===== src/rtl/mem_port_arbiter.sv =====
// Unified memory-port arbiter for the Y86 fetch and data requesters.
// Each access runs IDLE -> ACCESS -> DONE with registered outputs, fetch anti-starvation and an ack timeout.
module mem_port_arbiter #(
    parameter int AW         = 64,
    parameter int DW         = 64,
    parameter int TIMEOUT    = 16,
    parameter int STARVE_MAX = 4
) (
    input  logic          clk,
    input  logic          rst,
    input  logic          if_req,
    input  logic [AW-1:0] if_addr,
    output logic [DW-1:0] if_rdata,
    output logic          if_done,
    input  logic          d_req,
    input  logic          d_we,
    input  logic [AW-1:0] d_addr,
    input  logic [DW-1:0] d_wdata,
    output logic [DW-1:0] d_rdata,
    output logic          d_done,
    output logic          mem_en,
    output logic          mem_we,
    output logic [AW-1:0] mem_addr,
    output logic [DW-1:0] mem_wdata,
    input  logic [DW-1:0] mem_rdata,
    input  logic          mem_ack,
    output logic          busy,
    output logic          err
);

    localparam logic [1:0] S_IDLE   = 2'd0;
    localparam logic [1:0] S_ACCESS = 2'd1;
    localparam logic [1:0] S_DONE   = 2'd2;

    localparam logic OWN_FETCH = 1'b0;
    localparam logic OWN_DATA  = 1'b1;

    localparam int TW = $clog2(TIMEOUT);
    localparam int SW = $clog2(STARVE_MAX + 1);

    logic [1:0]    state;
    logic          owner;
    logic [TW-1:0] tcnt;
    logic [SW-1:0] starve_cnt;
    logic          grant_fetch;
    logic          starve_hit;

    assign starve_hit  = (starve_cnt == SW'(STARVE_MAX));
    // Data normally wins; a pending fetch takes the port once data has won STARVE_MAX times in a row.
    assign grant_fetch = if_req && (!d_req || starve_hit);

    // NOTE: non-blocking assignments throughout, so every register samples pre-edge values.
    always_ff @(posedge clk or posedge rst) begin
        if (rst) begin
            state      <= S_IDLE;
            owner      <= OWN_FETCH;
            tcnt       <= '0;
            starve_cnt <= '0;
            if_rdata   <= '0;
            if_done    <= 1'b0;
            d_rdata    <= '0;
            d_done     <= 1'b0;
            mem_en     <= 1'b0;
            mem_we     <= 1'b0;
            mem_addr   <= '0;
            mem_wdata  <= '0;
            busy       <= 1'b0;
            err        <= 1'b0;
        end else begin
            if_done <= 1'b0;
            d_done  <= 1'b0;
            case (state)
                S_IDLE: begin
                    if (!if_req) starve_cnt <= '0;
                    if (if_req || d_req) begin
                        if (grant_fetch) begin
                            owner      <= OWN_FETCH;
                            mem_addr   <= if_addr;
                            mem_we     <= 1'b0;
                            starve_cnt <= '0;
                        end else begin
                            owner     <= OWN_DATA;
                            mem_addr  <= d_addr;
                            mem_we    <= d_we;
                            mem_wdata <= d_wdata;
                            if (if_req && !starve_hit) starve_cnt <= starve_cnt + 1'b1;
                        end
                        mem_en <= 1'b1;
                        tcnt   <= '0;
                        busy   <= 1'b1;
                        state  <= S_ACCESS;
                    end
                end
                S_ACCESS: begin
                    if (mem_ack) begin
                        mem_en <= 1'b0;
                        if (!mem_we) begin
                            if (owner == OWN_DATA) d_rdata  <= mem_rdata;
                            else                   if_rdata <= mem_rdata;
                        end
                        if (owner == OWN_DATA) d_done  <= 1'b1;
                        else                   if_done <= 1'b1;
                        state <= S_DONE;
                    end else if (tcnt == TW'(TIMEOUT - 1)) begin
                        // Abort: the owner still gets its done pulse, with zeroed read data.
                        mem_en <= 1'b0;
                        err    <= 1'b1;
                        if (owner == OWN_DATA) begin
                            d_rdata <= '0;
                            d_done  <= 1'b1;
                        end else begin
                            if_rdata <= '0;
                            if_done  <= 1'b1;
                        end
                        state <= S_DONE;
                    end else begin
                        tcnt <= tcnt + 1'b1;
                    end
                end
                S_DONE: begin
                    busy  <= 1'b0;
                    state <= S_IDLE;
                end
                default: begin
                    mem_en <= 1'b0;
                    busy   <= 1'b0;
                    state  <= S_IDLE;
                end
            endcase
        end
    end

endmodule


===== config.mk =====
export PLATFORM = sky130hd
export DESIGN_NAME = mem_port_arbiter
export DESIGN_NICKNAME = d
export VERILOG_FILES = /design/src/rtl/mem_port_arbiter.sv
export SDC_FILE = /design/constraint.sdc
export NUM_CORES = 1
export LEC_CHECK = 0
export BUFFER_PORTS_ARGS = -buffer_cell sky130_fd_sc_hd__buf_2
export CORE_AREA = 3 3 202 204
export DETAILED_ROUTE_END_ITERATION = 6
export DIE_AREA = 0 0 205 207
export SLEW_MARGIN = 0
export SYNTH_ARGS = -nofsm -noshare
export SYNTH_HDL_FRONTEND = slang
export SYNTH_SLANG_ARGS = --single-unit

===== constraint.sdc =====
create_clock -name clk -period 15.5 [get_ports clk]
set_input_delay 1.55 -clock clk [delete_from_list [all_inputs] [get_ports clk]]
set_output_delay 1.55 -clock clk [all_outputs]
set_load 0.005 [all_outputs]

; Yosys cells after proc, flatten, opt, wreduce, memory -nomap -nowiden
; Cells that the tools add are included.
[totals]
input_bits = 262
wordCells = 86
reg_bits = 272
out_inout_bits = 262
[op_classes]
n_addsub = 2
n_eq_ne = 9
n_mux = 38
n_bitwise = 5
n_reduce_logical = 18
[op_table]
columns = operator, n
row1 = $mux 64, 11
row2 = $mux 1, 13
row3 = $mux 3, 4
row4 = $mux 4, 3
row5 = $reduce_and 4->1, 3
row6 = $reduce_and 3->1, 3
row7 = $ne 2x2->1 const B, 4
row8 = $pmux 4 s2, 1
row9 = $mux 2, 3
row10 = $reduce_and 2->1, 3
row11 = $not 1->1, 5
row12 = $add 4x1->4 const B, 1
row13 = $eq 4x4->1 const B, 1
row14 = $pmux 2 s2, 1
row15 = $reduce_bool 2->1, 2
row16 = $add 3x1->3 const B, 1
row17 = $eq 3x3->1 const B, 1
row18 = $ne 3x3->1 const B, 1
row19 = $pmux 1 s3, 1
row20 = $eq 2x1->1 const B, 1
row21 = $eq 2x2->1 const B, 1
row22 = $logic_and 1x1->1, 2
row23 = $logic_not 1->1, 2
row24 = $logic_not 2->1, 1
row25 = 2 further kinds, 3

; Logic depth before layout (Yosys ltp)
[logic_depth]
word_depth = 6
depth_mapped = 7
mapped_depth_nobuf = 5

; Least setup slack after synthesis
; OpenSTA, ideal clock, no wires.
[synth_timing]
path_type = input -> register
start = in if_req
end = reg mem_wdata[0]
n_path_buf = 4
stages = 7
arrival_ps = 2809
required_ps = 15375
slack_ps = 12566
cell_sequence = buf_2 inv_1 buf_2 o211ai_1 buf_2 buf_6 mux2_2
[synth_between]
elab_chain_cells = 3
word_cells_on_any_way = 4
classes_between = bitwise: 1 / reduce/logical: 3
[synth_rtl]
columns = element, line_no
row1 = from (decl), 11  ; input logic if_req,
row2 = $logic_and 1x1->1, 50  ; assign grant_fetch = if_req && (!d_req || starve_hit);
row3 = $not 1->1 (no source line), n/a
row4 = $reduce_and 3->1 (no source line) *, n/a
row5 = to (signal assigned), 85  ; mem_wdata <= d_wdata;
row6 = to (decl), 24  ; output logic [DW-1:0] mem_wdata,
; Mark *: on every way between the ends. The rest lies on a longest branch, timed or not.
; A chain may end at the register's enable or synchronous reset.

==> flow_results.org <==
** Layout
- Fill cell total of the finished layout :: 3,963
- Compared with the post-synthesis result, the final layout area differs by 37.4%.
- The multi-input combinational cells in the finished layout cover a total of approximately 0.0037 mm^2.
- In the final design database the tool counted 1,634 nets.
- Final Core Density :: 38.1%
- For this run, the number of standard cells in the final layout without fillers is 1,920.
- Proportion of layout cells with a drive suffix above 1 :: roughly half
- In the final layout, flip-flops and latches occupy 0.00681 mm^2.

** Global route
- The initial antenna violation count was 4.
- After global routing the overflow that remains totals 0.
- The first global-routing pass estimated 57.4 mm of wire.
- Via count of the first global-routing pass :: around 10,000
- Entering global routing, the biggest net connects between 100 and 150 pins.
- Aggregate global-route resource usage :: roughly 17%

** Setup path
- Total buffers and inverters traversed by the critical path :: 4
- By instance count, the cell type seen most on the critical path is sky130_fd_sc_hd__buf_4.
- STA classifies the critical path startpoint as an input pin.
- STA puts the critical path data required time at 16.04 ns.
- In this design, the stage delay of the slowest critical-path cell is ~0.90 ns.
- CP Max Fanout :: around 120
- Critical-path cell list :: buf_2 -> inv_8 -> buf_4 -> buf_4
- Among all stages on the critical path, the largest delay is contributed by sky130_fd_sc_hd__buf_4.
- The worst setup path is captured at an async pin.
- The cell family contributing the most delay on the critical path is buffers and inverters.
- STA puts the critical path data arrival time at 4.15 ns.
- Category of the most critical setup path :: input pin to async pin

** Clock network
- The number of setup buffers added after CTS is 0.
- For this design, the sink count on the clock tree is 272.
- TritonCTS buffer count :: 31
- Longest Clk Path Bufs :: 3
- CTS built an H-tree with a depth of 1.
- Clk Latency, worst-skew pair :: 0.56 ns
- Register clock-pin slew on the reported worst setup and hold paths :: 0.07 ns
- The cell sitting at the root of the clock tree is a sky130_fd_sc_hd__clkbuf_16.
- Total of cells resized after clock tree synthesis :: 0
- Clock tree from TritonCTS :: yes
- Hold repair after CTS inserted 0 buffers.

** Synth
- Leading register cell type out of synthesis :: sky130_fd_sc_hd__dfrtp_1
- Sequential share of the synthesized area :: between 60% and 70%
- Synthesis inferred approximately 270 register bits.
- Number of warnings reported in the yosys synthesis log :: 0
- Summing every instance area after synthesis gives 0.0109 mm^2.
- Of all flip-flops after synthesis, the portion carrying an async set or reset was 100%.
- In this run the mean area of a mapped cell was 12.3 um^2.
- Cells after synthesis :: between 800 and 900
- Distinct cell type count of the synthesized netlist :: about 40
- Synthesized netlist net count :: 1,151
- Yosys mapped a number of flops with a built-in enable equal to 0.

** Detailed routing
- The routed layout has 9,642 vias.
- The first routing iteration left approximately 630 violations.
- DRC viols :: 0
- Once detail routing completed, the nets flagged for antenna violations numbered 0.
- Number of search-and-repair iterations in the first detailed-routing pass :: 4
- In the final routed layout, each cell accounts on average for 19.5 um.
- Average via count per standard cell :: 5.02
- The final layout contains routed wiring with a total length of 37.4 mm.

** STA
- Unrepaired setup endpoints after global routing :: no
- Peak Freq :: about 280 MHz
- The number of hold violations in the final report came to 0.
- Slew of the pin with the lowest slew margin :: 0.985 ns
- Post-layout minimum cycle time :: 3.61 ns
- After routing, the total negative slack on setup checks comes to 0 ns.
- Final critical-path share of the clock period :: 23.3%
- The final-report max-slew violation count came to 0.
- Worst hold slack :: approximately 0.45 ns
- Clk_skew :: ~0.016 ns
- Setup violations remaining at the end of the flow were counted as 0.
- Headroom to the max-slew limit came out at between 30% and 40%.

** Pwr
- The worst-case IR drop observed on VDD is 0.0895 mV.
- P_leak :: 0.00724 uW
- Power Density :: ~200 mW/mm^2
- Overall power consumption :: 2990 uW

** Place
- Half-perimeter wire length after detailed placement :: 25.9 mm
- Number of placed cells counting well taps :: 1,861
- Buffers placed on the I/O ports in this run total 523.
- Global placement routability congestion :: roughly 0.8

** Min path
- In this run the worst hold path is classified as flop to flop.

** Flow run
- Across the run, the number of max-cap violations was 0.

** Floorplanning
- IO Count :: ~520
- Starting density of the core :: 27.7%
- After floorplanning, the core was sized to cover a little under 0.04 mm^2.
- Standard-cell row count :: 73
- Y dimension of the die :: 207 um
- Measured along the x axis, the die boundary spans 205 um.
- Total Die Area :: ~0.042 mm^2

** Run status
- The run finished with clean final reports.
-- synthesized netlist by cell type (2+ instances only) --
cell / number / area [um^2]
sky130_fd_sc_hd__inv_1: 8 / 30.0
sky130_fd_sc_hd__buf_6: 5 / 56.3
sky130_fd_sc_hd__nand2_1: 13 / 48.8
sky130_fd_sc_hd__o211ai_1: 3 / 22.5
sky130_fd_sc_hd__buf_4: 10 / 75.1
sky130_fd_sc_hd__nand3_1: 70 / 350
sky130_fd_sc_hd__o31ai_1: 2 / 15.0
sky130_fd_sc_hd__a2111o_1: 2 / 22.5
sky130_fd_sc_hd__and2_1: 2 / 12.5
sky130_fd_sc_hd__dfrtp_1: 272 / 6810
sky130_fd_sc_hd__a22o_1: 114 / 998
sky130_fd_sc_hd__or3_1: 2 / 12.5
sky130_fd_sc_hd__mux2_2: 64 / 721
sky130_fd_sc_hd__o22ai_1: 2 / 12.5
sky130_fd_sc_hd__nor2_1: 3 / 11.3
sky130_fd_sc_hd__ha_1: 3 / 37.5
sky130_fd_sc_hd__a21o_1: 3 / 22.5
sky130_fd_sc_hd__clkbuf_1: 41 / 154
sky130_fd_sc_hd__buf_1: 4 / 15.0
sky130_fd_sc_hd__a32o_1: 8 / 80.1
sky130_fd_sc_hd__buf_2: 29 / 145
sky130_fd_sc_hd__o21ai_0: 69 / 345
sky130_fd_sc_hd__o2bb2ai_1: 7 / 61.3
sky130_fd_sc_hd__a31oi_1: 65 / 407
sky130_fd_sc_hd__a21oi_1: 65 / 325
sky130_fd_sc_hd__o221a_2: 2 / 22.5
sky130_fd_sc_hd__nor3_1: 4 / 20.0
-- cell usage in the layout (no fill, tap or decap), drive strengths merged, types with 3 or more instances in the layout --
master,n
a32o,8
dfrtp,272
bufinv,5
a21o,3
nand2,13
o211ai,3
inv,11
ha,3
o21ai,70
mux2,64
clkinvlp,3
and2,3
nor2,4
a21oi,65
clkinv,7
buf,539
a31oi,65
nor3,4
nand3,70
clkbuf,40
a22o,114
o2bb2ai,7
-- registers in the layout, indices dropped and copies added (netlist names), 2 cells and up --
register / cells
state: 2
mem_addr: 64
mem_wdata: 64
tcnt: 4
starve_cnt: 3
if_rdata: 64
d_rdata: 64
-- per-layer routing --
layer | vias up | wire length, um | GRT usage [%]
met5 | - | 44 | 0
met4 | 6 | 1030 | 5.26
met3 | 58 | 3720 | 5.22
met2 | 489 | 18200 | 27.9
met1 | 4784 | 14400 | 20.0
li1 | 4305 | - | -
-- power breakdown --
part | total [uW] | switching [uW] | internal (uW)
sequential | 1230 | 192 | 1040
combinational | 969 | 467 | 502
clock | 785 | 308 | 477
-- layout make-up --
cell class	instances	share of cell area, %
Sequential cell	272	45.3
Multi-Input combinational cell	517	24.5
Timing Repair Buffer	539	18.2
Clock buffer	40	5.72
Tap cell	525	4.37
Clock inverter	18	1.63
Inverter	8	0.250
Antenna cell	1	0.0167
-- path summary, 6_finish.rpt --
check                         startpoint  slack [ns]  cells after the start       endpoint
min in group asynchronous            rst        1.17                      2  mem_wdata[21]
hold reg to reg                      err        0.45                      1            err
hold / removal                       err        0.45                      1            err
setup / recovery                     rst       11.89                      4  mem_wdata[37]
max in group clk                  if_req       12.33                      6  mem_wdata[29]
setup reg to reg           starve_cnt[0]       13.04                      6  mem_wdata[29]
-- worst register-to-register path: cells and delay by family (launching register included) --
| kind | cells | cell delay, ns |
|---|---|---|
| buffers and inverters | 2 | 0.80 |
| multiplexers | 1 | 0.52 |
| flip-flops | 1 | 0.40 |
| adder cells (fa/ha/maj) | 1 | 0.26 |
| AO/OA/AOI/OAI | 1 | 0.20 |
| AND/OR/NAND/NOR | 1 | 0.15 |
-- cell families (layout without fill, tap and decap cells) --
group | after synthesis | after routing | share of synthesized area (%)
simple gates | 103 | 103 | 4.75
compound gates | 347 | 347 | 21.7
flops | 272 | 272 | 62.2
fa+ha+maj | 3 | 3 | 0.343
mux | 64 | 64 | 6.59
buf+inv | 97 | 605 | 4.35
other cells | 0 | 1 | 0
-- metrics by stage --
stage               cell area (um^2)  worst slack (ns)
detailed placement             13900             11.15
finish                         15000             11.89
global placement               13900             11.19
floorplan                      10900              6.45
CTS                            15000             11.76
global route                   15000             11.43
Power figures use the tool's default switching activity.
